<file path="config.mk">
export PLATFORM = sky130hd
export DESIGN_NAME = io_input_conditioner
export DESIGN_NICKNAME = d
export VERILOG_FILES = /design/src/rtl/io_input_conditioner.sv
export SDC_FILE = /design/constraint.sdc
export NUM_CORES = 1
export LEC_CHECK = 0
export ABC_AREA = 1
export BUFFER_PORTS_ARGS = -buffer_cell sky130_fd_sc_hd__buf_2
export CAP_MARGIN = 20
export CORE_MARGIN = 2
export CORE_UTILIZATION = 35
export DETAILED_ROUTE_END_ITERATION = 8
export PLACE_DENSITY = 0.53
export RECOVER_POWER = 25
export SYNTH_ARGS = -nofsm -noshare
export SYNTH_HDL_FRONTEND = slang
export SYNTH_SLANG_ARGS = --single-unit
</file>
<file path="constraint.sdc">
create_clock -name clock -period 1.75 [get_ports clock]
set_input_delay 0.35 -clock clock [delete_from_list [all_inputs] [get_ports clock]]
set_output_delay 0.35 -clock clock [all_outputs]
set_load 0.02 [all_outputs]
</file>
<file path="src/rtl/io_input_conditioner.sv">
// Board input conditioner: 2-flop sync, polarity fix, per-bit debounce.
// Produces clean active-high levels plus a rising-edge event pulse.
module io_input_conditioner #(
    parameter int                WIDTH           = 14,
    parameter int                DEBOUNCE_CYCLES = 50000,
    parameter int                CNT_WIDTH       = 16,
    parameter logic [WIDTH-1:0]  INVERT_MASK     = 14'b11_1100_0000_0000
) (
    input  logic             clock,
    input  logic             reset,
    input  logic [WIDTH-1:0] raw_in,
    output logic [WIDTH-1:0] io_input_bus,
    output logic [WIDTH-1:0] io_event
);

    localparam int DB = (DEBOUNCE_CYCLES < 1) ? 1 : DEBOUNCE_CYCLES;
    localparam logic [CNT_WIDTH-1:0] TERM = CNT_WIDTH'(DB - 1);

    logic [WIDTH-1:0]     sync1;
    logic [WIDTH-1:0]     sync2;
    logic [WIDTH-1:0]     p;
    logic [WIDTH-1:0]     stable_d;
    logic [WIDTH-1:0]     event_d;
    logic [CNT_WIDTH-1:0] cnt_q [WIDTH];
    logic [CNT_WIDTH-1:0] cnt_d [WIDTH];

    assign p = sync2 ^ INVERT_MASK;

    // Any sample agreeing with the stable level restarts the count
    always_comb begin
        stable_d = io_input_bus;
        for (int i = 0; i < WIDTH; i++) begin
            cnt_d[i] = '0;
            if (p[i] != io_input_bus[i]) begin
                if (cnt_q[i] == TERM) begin
                    stable_d[i] = p[i];
                end else begin
                    cnt_d[i] = cnt_q[i] + 1'b1;
                end
            end
        end
        event_d = stable_d & ~io_input_bus;
    end

    always_ff @(posedge clock) begin
        if (reset) begin
            sync1        <= INVERT_MASK;
            sync2        <= INVERT_MASK;
            io_input_bus <= '0;
            io_event     <= '0;
            for (int i = 0; i < WIDTH; i++) begin
                cnt_q[i] <= '0;
            end
        end else begin
            sync1        <= raw_in;
            sync2        <= sync1;
            io_input_bus <= stable_d;
            io_event     <= event_d;
            for (int i = 0; i < WIDTH; i++) begin
                cnt_q[i] <= cnt_d[i];
            end
        end
    end

endmodule

</file>
==> impl_summary.md <==
Layout
For this run, the post-layout net count is 2127. The repair_antennas step left the layout with diodes totalling 0. The number of filler instances in the final layout is between 4000 and 5000. The fraction of layout cells with a size suffix above 1 is around 5.0%. Compared with the post-synthesis result, the final layout area differs by 13.0%.

GRT
The number of antenna violations at the first check in global routing is 0. For this run, the total global-route usage over all layers was measured as 14.2%. The first-pass GRT wire length is ~50000 um. The number of global-route vias before repair was 11000. Summed over all layers, the global routing overflow is 0. Entering global routing, the biggest net connects 29 pins.

Critical path
Counting buffers and inverters, the worst setup path is 6 cells deep. The category of the most critical setup path is register to register. The slowest stage cell on the critical path is sky130_fd_sc_hd__nor2_1.

The type of element capturing the critical path is a register. In this design, the largest share of critical-path delay is due to simple AND/OR/NAND/NOR gates. The delay of the slowest cell on the worst path is 420 ps. The largest driver fanout on the critical path is 8. At the worst endpoint, the required time is 2130 ps. Data on the critical path arrives at its endpoint at between 1500 and 2000 ps. The worst-case reg-to-reg path depth is 6.

The type of element launching the critical path is a register. Traced cell by cell, the critical path runs through ha_1 > nand2_1 > nor2_1 > nand2_1 > xor2_1 > nor2_1. The total buffers and inverters traversed by the critical path is 0.

Clock network
The H-tree generated during clock tree synthesis spans 2 levels. The clock tree from TritonCTS is yes. The clock-pin slew reported for the worst setup and hold paths after clock tree synthesis is 60 ps. The number of setup buffers added after CTS is 0. The clock passes through at most 3 buffers. TritonCTS created 34 clock buffers.

The clock reaches the later pin of the worst-skew pair after 510 ps. The clock net in this run drives a total of 280 sinks. The clock root buffer is sky130_fd_sc_hd__clkbuf_16.

Logic synthesis
Yosys mapped the design onto 28 distinct sky130hd cell types. In the synthesized netlist, the number of instances is ~2000. The number of register bits inferred by synthesis is 280.

The synthesized cell area is 13500 um2. The number of warnings issued by yosys is 0. The sequential cell area fraction in the yosys report is 41.4%.

The average cell area after synthesis is between 6 and 7 um2. When the netlist entered floorplanning its net count stood at 2061.

Pwr
The maximum ir drop on the vdd rail is 682 uV. The post-route total power is 0.0135 W. The leakage power is ~5.2 nW. Dividing total power by cell area gives a power density of 880 nW/um2.

Drt
In the routed layout, each cell is associated on average with a via count of 4.53. The number of nets with antenna violations after detailed routing is 0. Summing over every cut layer, the via total after detailed routing is 12000. The average detailed-routed wire length per instance is approximately 11 um. The total routed wirelength is 28300 um. The detailed-router iteration count before antenna repair is 5. The iteration-0 DRC count of the detailed router is 510. The post-route DRC violation count is 0.

Placed design
The final weighted congestion in routability-driven placement is 0.834. After legalization and detailed placement, the total HPWL measured 20300 um. During placement, the flow inserted port buffers numbering 43.

STA
The final number of max-transition violations is 0. Hold is met by between 30 and 40 ps. The final-report hold violation count is 0. The worst pin sits at a relative slew slack of 45.6%. Setup repair after global routing left no endpoint under its margin.

The clock period minus worst slack is 1570 ps. Adding up every negative setup slack in the final design gives 0 ps. The setup-violating endpoint count in the final report is 0. For this run, the top clock speed supported by timing is 638 MHz. Clock skew on the completed layout was measured at approximately 15 ps. For the pin with the worst max-slew slack, the measured transition is 816 ps. The final critical path takes up 89.5% of the cycle.

Floorplanning
The number of standard-cell rows in the floorplan is 72. The die covers ~40000 um2. The die is around 200 um wide. After floorplanning, the core was sized to cover 38400 um2. In this run the count of I/O pins placed on the die edge is 44. The effective utilization at floorplan is 35.3%. The vertical die dimension is 201 um.

Run status
The run finished with clean final reports.

Run
The max-cap check violation count is 0.

Min path
Counting instances, the worst hold path has a depth of 2. The path category of the worst min-delay check is input port to register.
flip-flops by register name (all words and copies together) (netlist names):
| signal | flops |
|---|---|
| cnt_q | 224 |
| io_event | 14 |
| io_input_bus | 14 |
| sync1 | 14 |
| sync2 | 14 |
cell families (layout without fill, tap and decap cells):
kind of cell    after synthesis  count (layout)  share of synthesized area, %
compound gates              151             151                          5.90
xor+xnor                     77              77                          4.98
fa+ha+maj                    14              14                          1.29
buf+inv                     291             379                          8.89
flops                       280             280                          41.4
simple gates               1218            1218                          37.5
routing by layer:
metal | vias up | wire (um) | track usage (%)
li1 | 6453 | - | -
met1 | 5334 | 14100 | 19.0
met2 | 126 | 12600 | 23.6
met3 | 42 | 990 | 2.65
met4 | 0 | 558 | 3.84
met5 | - | 0 | 0
synthesized netlist by cell type:
| cell | count | area, um2 |
|---|---|---|
| sky130_fd_sc_hd__o21ai_4 | 1 | 16.3 |
| sky130_fd_sc_hd__or2_0 | 5 | 31.3 |
| sky130_fd_sc_hd__nand2_2 | 16 | 100 |
| sky130_fd_sc_hd__a21oi_1 | 115 | 576 |
| sky130_fd_sc_hd__nor2_2 | 9 | 56.3 |
| sky130_fd_sc_hd__inv_2 | 4 | 15.0 |
| sky130_fd_sc_hd__clkinv_2 | 1 | 5.00 |
| sky130_fd_sc_hd__nor2_4 | 4 | 45.0 |
| sky130_fd_sc_hd__nand4_1 | 66 | 413 |
| sky130_fd_sc_hd__o21ai_0 | 23 | 115 |
| sky130_fd_sc_hd__dfxtp_1 | 280 | 5610 |
| sky130_fd_sc_hd__buf_2 | 3 | 15.0 |
| sky130_fd_sc_hd__nand3_1 | 146 | 731 |
| sky130_fd_sc_hd__or2_2 | 9 | 56.3 |
| sky130_fd_sc_hd__nor3_1 | 1 | 5.00 |
| sky130_fd_sc_hd__ha_1 | 14 | 175 |
| sky130_fd_sc_hd__nand3b_1 | 4 | 30.0 |
| sky130_fd_sc_hd__nand3_2 | 2 | 20.0 |
| sky130_fd_sc_hd__nor2_1 | 457 | 1720 |
| sky130_fd_sc_hd__buf_4 | 2 | 15.0 |
| sky130_fd_sc_hd__a21oi_2 | 1 | 8.76 |
| sky130_fd_sc_hd__xnor2_1 | 28 | 245 |
| sky130_fd_sc_hd__xor2_1 | 49 | 429 |
| sky130_fd_sc_hd__o21bai_1 | 11 | 82.6 |
| sky130_fd_sc_hd__clkbuf_1 | 3 | 11.3 |
| sky130_fd_sc_hd__buf_6 | 13 | 146 |
| sky130_fd_sc_hd__nand2_1 | 499 | 1870 |
| sky130_fd_sc_hd__inv_1 | 265 | 995 |
final cells by class:
class                      instances  area (um2)  share of cell area [%]
multi-input combinational       1460        6690                    43.7
sequential                       280        5610                    36.7
inverter                         270        1010                    6.64
clock buffer                      51         998                    6.53
tap                              518         648                    4.24
timing repair buffer              51         253                    1.65
clock inverter                     7        85.1                   0.556
repair_timing:
action / 4_1_cts / 5_1_grt
resized for setup: 0 / 0
hold endpoints to repair: 1 / 0
hold buffers: 1 / 0
worst register-to-register path: cells and delay by family (launching register included):
kind                     cells  cell delay, ps
XOR/XNOR                     1             170
adder cells (fa/ha/maj)      1             220
flip-flops                   1             350
AND/OR/NAND/NOR              4             710
final timing paths:
check | slack (ps) | from | endpoint
min | 30 | raw_in[12] | sync1[12]
min reg2reg | 400 | sync1[1] | sync2[1]
max | 180 | cnt_q[0][16] | cnt_q[0][24]
max reg2reg | 180 | cnt_q[0][16] | cnt_q[0][24]
where the power goes:
| group | total (W) | switching [W] | internal (W) |
|---|---|---|---|
| logic | 0.000164 | 0.000110 | 0.0000547 |
| registers | 0.00644 | 0.0000254 | 0.00642 |
| clock network | 0.00684 | 0.00262 | 0.00422 |
layout by cell type, fill, tap and decap left out, types with 2 or more instances in the layout:
master and instances:
sky130_fd_sc_hd__xnor2_1 28, sky130_fd_sc_hd__o21bai_1 11, sky130_fd_sc_hd__or2_0 5, sky130_fd_sc_hd__nor2_4 2, sky130_fd_sc_hd__nor2_2 4, sky130_fd_sc_hd__inv_2 4
sky130_fd_sc_hd__nand3b_1 4, sky130_fd_sc_hd__clkbuf_8 2, sky130_fd_sc_hd__clkbuf_1 38, sky130_fd_sc_hd__nand3_1 147, sky130_fd_sc_hd__bufinv_16 2, sky130_fd_sc_hd__xor2_1 49
sky130_fd_sc_hd__ha_1 14, sky130_fd_sc_hd__buf_4 4, sky130_fd_sc_hd__a21oi_1 115, sky130_fd_sc_hd__o21ai_0 23, sky130_fd_sc_hd__buf_2 18, sky130_fd_sc_hd__nand2_1 501
sky130_fd_sc_hd__dfxtp_1 280, sky130_fd_sc_hd__nand4_1 66, sky130_fd_sc_hd__or2_2 9, sky130_fd_sc_hd__nand2_2 14, sky130_fd_sc_hd__clkbuf_16 37, sky130_fd_sc_hd__nor2_1 464
sky130_fd_sc_hd__clkinv_2 6, sky130_fd_sc_hd__inv_1 265
stage by stage:
stage / instance area (um2) / worst slack [ps] / std cells / utilization [%]
after detailed placement: 14300 / 179 / 2578 / 37.2
after global placement: 14300 / 235 / 2578 / 37.2
after CTS: 15400 / 186 / 2637 / 40.0
after floorplan: 13500 / 418 / 2031 / -
final: 15300 / 183 / 2637 / 39.8
after global routing: 15300 / 1.37 / 2637 / 39.8
No activity file was read; power rests on OpenSTA's default activity.
